[src/rtl/op_unit.sv]
// op_unit: operational unit executing t1/t2/t3/t4/t9 microoperations and returning conditions x, y
module op_unit #(
    parameter int WIDTH = 8,
    parameter logic [3:0] CNT_INIT = 4'd8
) (
    input  logic             clk,
    input  logic             res,
    input  logic             t1,
    input  logic             t2,
    input  logic             t3,
    input  logic             t4,
    input  logic             t9,
    input  logic [WIDTH-1:0] din,
    output logic             x,
    output logic             y,
    output logic [WIDTH-1:0] acc,
    output logic [WIDTH-1:0] sum,
    output logic             ovf,
    output logic             err,
    output logic [7:0]       ops
);
    logic [3:0]       c;
    logic [WIDTH:0]   s;
    logic             any_t, conflict;
    assign s        = {1'b0, sum} + {1'b0, acc};
    assign any_t    = t1 | t2 | t3 | t4 | t9;
    assign conflict = (t1 & t4) | (t9 & t2) | (t9 & t3);
    assign x        = acc[WIDTH-1];
    assign y        = c == 4'd0;
    always_ff @(posedge clk) begin
        if (res) begin
            acc <= '0;
            sum <= '0;
            c   <= '0;
            ovf <= 1'b0;
            err <= 1'b0;
            ops <= '0;
        end else begin
            if (t1) acc <= din;
            else if (t4) acc <= {acc[WIDTH-2:0], 1'b0};
            if (t9) c <= CNT_INIT;
            else if (t2) c <= c - 4'd1;
            if (t9) sum <= '0;
            else if (t3) sum <= s[WIDTH-1:0];
            if (t3 && !t9 && s[WIDTH]) ovf <= 1'b1;
            if (conflict) err <= 1'b1;
            if (any_t && ops != 8'hFF) ops <= ops + 8'd1;
        end
    end
endmodule
[config.mk]
export PLATFORM = sky130hd
export DESIGN_NAME = op_unit
export DESIGN_NICKNAME = d
export VERILOG_FILES = /design/src/rtl/op_unit.sv
export SDC_FILE = /design/constraint.sdc
export NUM_CORES = 1
export LEC_CHECK = 0
export CAP_MARGIN = 5
export CORE_ASPECT_RATIO = 2
export CORE_MARGIN = 4
export CORE_UTILIZATION = 51
export CTS_BUF_LIST = sky130_fd_sc_hd__clkbuf_16
export CTS_CLUSTER_SIZE = 30
export DETAILED_ROUTE_END_ITERATION = 7
export HOLD_SLACK_MARGIN = 0.06
export PLACE_DENSITY = 0.94
export SLEW_MARGIN = 30
export SYNTH_ARGS = -nofsm -noshare
export SYNTH_HDL_FRONTEND = slang
export SYNTH_SLANG_ARGS = --single-unit
[constraint.sdc]
create_clock -name clk -period 3.4 [get_ports clk]
set_input_delay 0.34 -clock clk [delete_from_list [all_inputs] [get_ports clk]]
set_output_delay 0.34 -clock clk [all_outputs]
set_load 0.02 [all_outputs]
Word level (Yosys, flattened, before mapping)
Index checks and enable logic that the tools add are counted.
{ "op_classes": {"addsub": 3, "n_eq_ne": 1, "muxes": 4, "bitwise": 9, "n_reduce_logical": 8} }
{ "ops": {"columns": ["cell", "n"], "rows": [
  ["$mux 8", 2],
  ["$add 8x8->9", 1],
  ["$add 8x1->8 const B", 1],
  ["$mux 4", 2],
  ["$ne 8x8->1 const B", 1],
  ["$or 1x1->1", 6],
  ["$logic_not 4->1", 1],
  ["$reduce_bool 2->1", 2],
  ["$sub 4x1->4 const B", 1],
  ["$and 1x1->1", 3],
  ["$logic_and 1x1->1", 3],
  ["$reduce_or 2->1", 1],
  ["$logic_not 1->1", 1]
]} }
{ "totals": {"ff_bits": 30, "inputBits": 15, "word_cells": 32} }

Longest topological paths before layout
Gate-level depths: netlist of run 1.
{ "depth": {"word_depth": 5, "depth_mapped": 8} }

Least setup slack after synthesis of run 1
OpenSTA, ideal clock, no wires.
{ "synth_path": {"kind": "register -> register", "from": "register acc[0]", "to": "register sum[6]", "setup_ps": 122, "arrival_ps": 1883, "t_required_ps": 3278, "path_slack_ps": 1395, "stages_incl_launch_ff": 9, "synth_period_minus_slack_ps": 2005, "cell_sequence": "dfxtp_1 ha_1 inv_1 fa_1 nor2b_1 o21ai_0 a21oi_1 mux2i_1 a311o_1"} }
{ "synth_between": {"elab_chain_len": 1} }
{ "synth_rtl": {"columns": ["element", "line", "rtl"], "rows": [
  ["start: declaration", "16", "output logic [WIDTH-1:0] acc,"],
  ["start signal: assignment", "39", "if (t1) acc <= din;"],
  ["start signal: assignment", "40", "else if (t4) acc <= {acc[WIDTH-2:0], 1'b0};"],
  ["$add 8x8->9", "25", "assign s = {1'b0, sum} + {1'b0, acc};"],
  ["end signal: assignment", "44", "else if (t3) sum <= s[WIDTH-1:0];"],
  ["end: declaration", "17", "output logic [WIDTH-1:0] sum,"]
]} }
Every way passes these cells.
A chain may end at the register's enable or synchronous reset.

Worst setup path in the final report of run 1
Ends and elaborated chain as after synthesis.

==> impl_summary.txt, run 1 <==
----------------------------------------------------
[Pwr]
  Maximum VDD drop ... ~0.47 mV
  Ratio of total power to cell area ... about 430 nW/µm²
  Leak pwr ... ~0.9 nW

[Setup path]
  R2R Path End ... sum[6]
  Endpoint type of the worst setup path ... flip-flop
  Worst-path cell chain ... ha_1 > inv_1 > fa_1 > nor2b_1 > o21ai_0 > a21oi_1 > mux2i_1 > a311o_1
  Launching element type of the critical path ... flip-flop
  Startpoint of the most critical register-to-register path ... acc[0]
  Largest delay share family, worst path ... compound AO/OA/AOI/OAI gates
  Required time reported for the critical path endpoint ... 3.56 ns
  Sum of buffers and inverters on the critical path ... 1
  Highest fanout seen on the critical path ... 4
  Critical Path Slowest Stage Cell ... sky130_fd_sc_hd__dfxtp_1
  R2R cell count ... 8
  Worst endpoint data arrival time ... around 2.3 ns
  Maximum cell stage delay along the critical path ... about 0.4 ns
  Register-to-Register Setup Slack ... approximately 1.3 ns
  Setup CP Type ... flip-flop to flip-flop

[Floorplan]
  Die boundary width ... around 48 µm
  Floorplan core area ... between 3000 and 4000 µm²
  Chip Height ... a little under 90 µm
  Area enclosed by the die boundary ... about 4200 µm²
  Boundary Pins ... 43
  Initial cell density of the core ... between 50% and 60%
  Number of standard-cell rows in the floorplan ... 28

[CTS]
  Resized Gates After CTS ... 0
  Worst-Skew Late Latency ... roughly 0.28 ns
  Clock H-tree levels ... 2
  Cts hold-fix bufs ... 0
  CTS Root Cell ... sky130_fd_sc_hd__clkbuf_16
  Post-CTS setup buffers ... 0
  Clock buffer count from CTS ... 5
  Clock tree from TritonCTS ... built
  Deepest clock path buffer count ... 2
  Clock transition at the registers of the reported paths ... ~0.050 ns
  Clock Sink Count ... 30

[STA]
  Highest attainable clock frequency ... 467 MHz
  Hold slack ... between 0.4 and 0.5 ns
  Number of setup violations in the final report ... 0
  Clock skew after layout ... 0.00677 ns
  Slew margin rel. ... 58.3%
  Setup repair after global routing missed its margin ... false
  Tightest Pin Transition ... ~0.62 ns
  Number of endpoints with negative hold slack in the final report ... 0
  Minimum clock period after layout ... 2.14 ns
  Total Neg Setup Slack ... 0 ns
  Pins Over Slew Limit ... 0
  Final setup margin ... ~1.3 ns
  Final critical-path share of the clock period ... a little over three fifths

[Synthesis]
  Post-synthesis compound-gate area fraction ... between 10% and 20%
  Synth cell count leaders ... sky130_fd_sc_hd__nor2_1 (36), sky130_fd_sc_hd__dfxtp_1 (30), sky130_fd_sc_hd__a21oi_1 (15), sky130_fd_sc_hd__mux2i_1 (12), sky130_fd_sc_hd__nand3_1 (11)
  Simple-gate portion of the synthesized area ... about 24%
  Register bit total from synthesis ... 30
  Post-synthesis area per instance ... ~8.5 µm²
  Adder and majority cell fraction of the synthesized area ... 9.01%
  Async SR Flop Fraction ... 0%
  Most frequent cell after synthesis ... sky130_fd_sc_hd__nor2_1
  Net count of the mapped netlist ... ~220
  Library cells used by synthesis ... 37
  EDFF count, synth ... 0
  Cell taking the most area after synthesis ... sky130_fd_sc_hd__dfxtp_1
  Dominant combinational cell family by area after synthesis ... simple AND/OR/NAND/NOR gates
  Mapped Cells ... ~190
  Proportion of synthesized chip area in sequential cells ... between 30% and 40%
  Total of warnings raised by yosys ... 0
  Synth area leaders ... sky130_fd_sc_hd__dfxtp_1 (37%), sky130_fd_sc_hd__nor2_1 (8.4%), sky130_fd_sc_hd__ha_1 (7.8%)
  Predominant post-synthesis flop cell ... sky130_fd_sc_hd__dfxtp_1
  Multiplexer fraction of the synthesized cell area ... 7.46%
  Post-Synth XOR/XNOR Area ... ~6%
  Syn Std Cell Area ... approximately 1600 µm²
  Share of Yosys cell area claimed by the top area cell type ... roughly 37%

[Routing]
  Wire length per cell after detailed routing ... ~16 µm
  Vias/cell ... about 6
  First-iteration detailed-routing DRC count ... 53
  Number of iterations in the first detailed-routing pass ... 4
  Post-route DRC violation count ... 0
  Vias post-DR ... around 1500
  Count of nets left with antenna violations after detail routing ... 0
  Post-detailed-routing wire length ... ~4200 µm

[Outcome]
  Result of the run ... completed

[Job]
  Max cap viols ... 0

[Global route]
  Vias in the first global route ... roughly 1600
  Final global-route overflow total ... 0
  Wire length of the first global-routing pass ... 7040 µm
  Number of antenna violations at the first check in global routing ... 0
  Pin count of the biggest net entering global routing ... 19
  GRT Util Overall ... about a quarter

[Layout]
  Fill cell total of the finished layout ... about 220
  Layout cells sized above 1 ... 5.19%
  Ant. Diodes ... 0
  Final instance count without filler cells ... about 260
  Final standard cell utilization of the core ... 71.9%
  Final Net Count ... 256
  P&R area growth vs syn ... 34.5%

[Place]
  Count of placed standard cells including taps ... 253
  Post-DP HPWL ... ~3000 µm
  Placer Congestion ... 0.783
  Worst setup slack before clock tree synthesis ... between 1 and 1.5 ns
  Port Buf Inserts ... between 40 and 50

[Worst hold path]
  Origin of the worst min-delay path ... c[1]
  Worst min-delay path class ... flip-flop to flip-flop
  Hold depth ... 2
  Worst hold path endpoint ... c[1]

----------------------------------------------------
[stage by stage]
step                      cell area, µm²  power, W
after CTS                           2170  0.000943
after global placement              2030  0.000527
after detailed placement            2030  0.000530
after floorplan                     1610  0.000469
after global routing                2170  0.000977
final                               2170  0.000940
[how the worst max path moves through the flow]
| stage | startpoint | end | slack, ns | cells after the start |
|---|---|---|---|---|
| final | acc[0] | sum[6] | 1.26 | 8 |
| after floorplan | acc[0] | sum[6] | 1.39 | 8 |
| after detailed placement | t3 | ops[7] | 1.01 | 6 |
| after CTS | acc[0] | sum[6] | 1.27 | 8 |
| after global placement | t3 | ops[7] | 1.07 | 6 |
| after global routing | acc[0] | sum[6] | 1.07 | 8 |
[worst min-delay path, cell delays in order (launching register included)]
cell and delay [ns]:
sky130_fd_sc_hd__dfxtp_1 0.31, sky130_fd_sc_hd__nor2_1 0.08, sky130_fd_sc_hd__a211oi_1 0.05
[layout make-up]
| cell class | count | area [µm²] | area share, % |
|---|---|---|---|
| multi-input cells | 143 | 936 | 43.2 |
| flip-flops and latches | 30 | 601 | 27.7 |
| repair buffers | 43 | 428 | 19.8 |
| clock buffers | 5 | 125 | 5.78 |
| well taps | 30 | 37.5 | 1.73 |
| inverters | 7 | 26.3 | 1.21 |
| clock inverters | 3 | 12.5 | 0.578 |
[registers in the layout, summed over array words and instances (netlist names)]
name / count
ops: 8
err: 1
ovf: 1
c: 4
sum: 8
acc: 8
[report_power, final]
part | switching [W] | internal (W)
Clock | 0.000150 | 0.000263
Sequential | 0.0000186 | 0.000368
Combinational | 0.0000718 | 0.0000681
Total | 0.000240 | 0.000699
[logic make-up after synthesis]
kind of cell,count (synthesis)
XOR/XNOR,11
AND/OR/NAND/NOR,79
AO/OA/AOI/OAI,30
buffers and inverters,16
multiplexers,12
flip-flops,30
adder cells (fa/ha/maj),11
[routing by layer]
metal | GRT usage (%) | part of all wire (%) | routed length, µm | vias to the layer above
met5 | 0 | 0 | 0 | -
met4 | 15.4 | 4.4 | 184 | 0
met3 | 6.63 | 5.4 | 226 | 14
met2 | 39.0 | 53 | 2230 | 72
met1 | 24.4 | 37 | 1530 | 708
li1 | - | - | - | 741
[cells in the final DEF, fill, tap and decap left out, types with 4 or more instances in the layout]
cell type	synthesis	final
sky130_fd_sc_hd__clkdlybuf4s50_1	0	42
sky130_fd_sc_hd__inv_1	7	8
sky130_fd_sc_hd__nand3_1	11	11
sky130_fd_sc_hd__nand2_1	8	8
sky130_fd_sc_hd__o21ai_0	4	4
sky130_fd_sc_hd__ha_1	10	10
sky130_fd_sc_hd__dfxtp_1	30	30
sky130_fd_sc_hd__a21oi_1	15	15
sky130_fd_sc_hd__nor2_1	36	36
sky130_fd_sc_hd__xor2_1	8	8
sky130_fd_sc_hd__clkbuf_16	0	5
sky130_fd_sc_hd__mux2i_1	12	12
Note: power is estimated with default switching activity, not from simulation.
==> run 2: changes to the inputs <==
CORE_UTILIZATION = 43   (was 51)
PLACE_DENSITY = 0.85   (was 0.94)
clock period = 1.7 ns   (was 3.4 ns; I/O delays follow)
==> run 2 against run 1 <==
The flow now finishes with violations (negative setup slack). Non-clock buffer count increased by 32. Clock power increased by 140%. Clock skew is 0.0019 ns lower. Worst setup slack got worse by 1.5 ns. Via count up 9.8%. Hold slack got worse by 0.25 ns. Critical path depth is the same. Critical path type unchanged. Largest power group unchanged.
==> impl_summary.txt, run 2 (synthesis gave the netlist of run 1 again) <==
----------------------------------------------------
[Global route]
  Pin count of the biggest net entering global routing ... 19
  Final global-route overflow total ... 0
  GRT Util Overall ... a little under a quarter
  Wire length of the first global-routing pass ... between 8000 and 9000 µm
  Vias in the first global route ... roughly 1800
  Number of antenna violations at the first check in global routing ... 0

[STA]
  Final critical-path share of the clock period ... 112%
  Tightest Pin Transition ... 0.420 ns
  Total Neg Setup Slack ... -0.206 ns
  Pins Over Slew Limit ... 0
  Number of endpoints with negative hold slack in the final report ... 0
  Final setup margin ... -0.206 ns
  Slew margin rel. ... between 70 and 80%
  Highest attainable clock frequency ... ~520 MHz
  Clock skew after layout ... between 0.004 and 0.005 ns
  Setup repair after global routing missed its margin ... true
  Hold slack ... between 0.2 and 0.25 ns
  Number of setup violations in the final report ... 1
  Minimum clock period after layout ... about 1.9 ns

[Outcome]
  Violated checks ... negative setup slack
  Result of the run ... complete, but fails checks

[Floorplan]
  Area enclosed by the die boundary ... 4850 µm²
  Initial cell density of the core ... between 40% and 50%
  Number of standard-cell rows in the floorplan ... 31
  Floorplan core area ... 3610 µm²
  Chip Height ... approximately 95 µm
  Die boundary width ... approximately 50 µm
  Boundary Pins ... 43

[Job]
  Max cap viols ... 0

[Worst hold path]
  Origin of the worst min-delay path ... t2
  Worst hold path endpoint ... c[1]
  Hold depth ... 3
  Worst min-delay path class ... input port to flip-flop

[CTS]
  Clock tree from TritonCTS ... built
  Clock H-tree levels ... 2
  Deepest clock path buffer count ... 2
  CTS Root Cell ... sky130_fd_sc_hd__clkbuf_16
  Cts hold-fix bufs ... 0
  Clock buffer count from CTS ... 5
  Clock Sink Count ... 30
  Worst-Skew Late Latency ... between 0.2 and 0.3 ns
  Clock transition at the registers of the reported paths ... ~0.050 ns

[Pwr]
  Maximum VDD drop ... 0.905 mV
  Leak pwr ... roughly 1.1 nW
  Pwr Total ... ~0.0021 W
  Ratio of total power to cell area ... just over 800 nW/µm²

[Setup path]
  Critical Path Slowest Stage Cell ... sky130_fd_sc_hd__fa_2
  Endpoint type of the worst setup path ... flip-flop
  Required time reported for the critical path endpoint ... between 1.5 and 2 ns
  Register-to-Register Setup Slack ... -0.21 ns
  Highest fanout seen on the critical path ... 2
  Launching element type of the critical path ... flip-flop
  Worst endpoint data arrival time ... ~2.1 ns
  R2R cell count ... 8
  Setup CP Type ... flip-flop to flip-flop
  Worst-path cell chain ... ha_4 > inv_2 > fa_2 > nor2b_4 > o21ai_2 > a21oi_2 > mux2i_1 > a311o_1
  R2R Path End ... sum[6]
  Maximum cell stage delay along the critical path ... around 0.37 ns
  Startpoint of the most critical register-to-register path ... sum[0]

[Routing]
  Post-route DRC violation count ... 0
  Vias/cell ... around 5.4
  Post-detailed-routing wire length ... about 5200 µm
  Number of iterations in the first detailed-routing pass ... 4
  First-iteration detailed-routing DRC count ... 50
  Count of nets left with antenna violations after detail routing ... 0
  Vias post-DR ... about 1700
  Wire length per cell after detailed routing ... about 17 µm

[Place]
  Port Buf Inserts ... 42
  Post-DP HPWL ... around 3600 µm
  Count of placed standard cells including taps ... 298
  Placer Congestion ... about 0.95

[Layout]
  Final instance count without filler cells ... approximately 310
  Commonest non-fill, non-tap cell in the layout ... sky130_fd_sc_hd__clkdlybuf4s50_1
  Final Net Count ... approximately 290
  Top flop regs ... acc (8), ops (8), sum (8)
  Layout cells sized above 1 ... approximately 22%
  Ant. Diodes ... 0
  Top library cells by usage in the layout, fill and taps aside ... sky130_fd_sc_hd__clkdlybuf4s50_1 (39), sky130_fd_sc_hd__nor2_1 (35), sky130_fd_sc_hd__buf_4 (33)
  P&R area growth vs syn ... 56.4%

----------------------------------------------------
==> run 2: cell types whose count changed in the layout (fill, tap and decap cells not counted), sizes merged <==
| cell | before | now |
|---|---|---|
| dlygate4sd2 | 0 | 1 |
| clkinv | 2 | 1 |
| buf | 1 | 33 |
| bufinv | 0 | 1 |
| clkdlybuf4s50 | 42 | 39 |
| dlymetal6s2s | 0 | 2 |
==> run 2: per-stage QoR <==
| stage | cell area [µm²] | util (%) | setup WS (ns) |
|---|---|---|---|
| floorplan | 1640 | - | -0.0933 |
| global placement | 2270 | 63.1 | -0.150 |
| detailed placement | 2270 | 63.1 | -0.203 |
| CTS | 2460 | 68.2 | -0.156 |
| global route | 2520 | 69.8 | -0.230 |
| finish | 2520 | 69.8 | -0.206 |
==> run 2: power breakdown <==
group          switching, W  total (W)  leakage [nW]  internal, W
Sequential        0.0000257   0.000760         0.248     0.000734
Combinational      0.000173   0.000344         0.775     0.000171
Clock              0.000302   0.000980        0.0826     0.000679
==> run 2: repair_timing <==
action	4_1_cts	5_1_grt
buffers inserted	1	5
setup endpoints to repair	3	4
endpoints found under the hold margin	0	0
resized for setup	5	7
pin swaps	1	8
==> run 2: worst max-delay path by stage <==
stage / startpoint / endpoint / slack, ns / cells past startpoint
2_1_floorplan: sum[0] / sum[6] / -0.09 / 8
3_3_place_gp: t3 / ops[7] / -0.15 / 6
3_5_place_dp: t2 / ops[7] / -0.20 / 6
4_1_cts: sum[0] / sum[6] / -0.16 / 8
5_1_grt: sum[0] / sum[6] / -0.23 / 8
6_report: sum[0] / sum[6] / -0.21 / 8
==> run 2: area by class of cell <==
cell class / instances / area [µm²]
fill: 288 / 1090
tap: 49 / 61.3
clock buffer: 5 / 125
inverter: 7 / 26.3
multi-input combinational: 143 / 983
sequential: 30 / 613
timing repair buffer: 75 / 672
clock inverter: 3 / 37.5
==> run 2: critical path: cells and delay by family, from the launching register on <==
| family | cells | cell delay [ns] |
|---|---|---|
| AOI/OAI and AO/OA | 3 | 0.58 |
| adders and majority gates | 2 | 0.52 |
| DFF | 1 | 0.36 |
| and+or+nand+nor | 1 | 0.14 |
| muxes | 1 | 0.12 |
| buffers and inverters | 1 | 0.04 |
==> run 2: routing by layer <==
| layer | share of wire (%) | up-vias | GRT usage [%] |
|---|---|---|---|
| met5 | 0 | - | 0 |
| met4 | 5.7 | 0 | 17.1 |
| met3 | 3.5 | 21 | 4.90 |
| met2 | 58 | 56 | 45.4 |
| met1 | 33 | 807 | 18.9 |
| li1 | - | 802 | - |
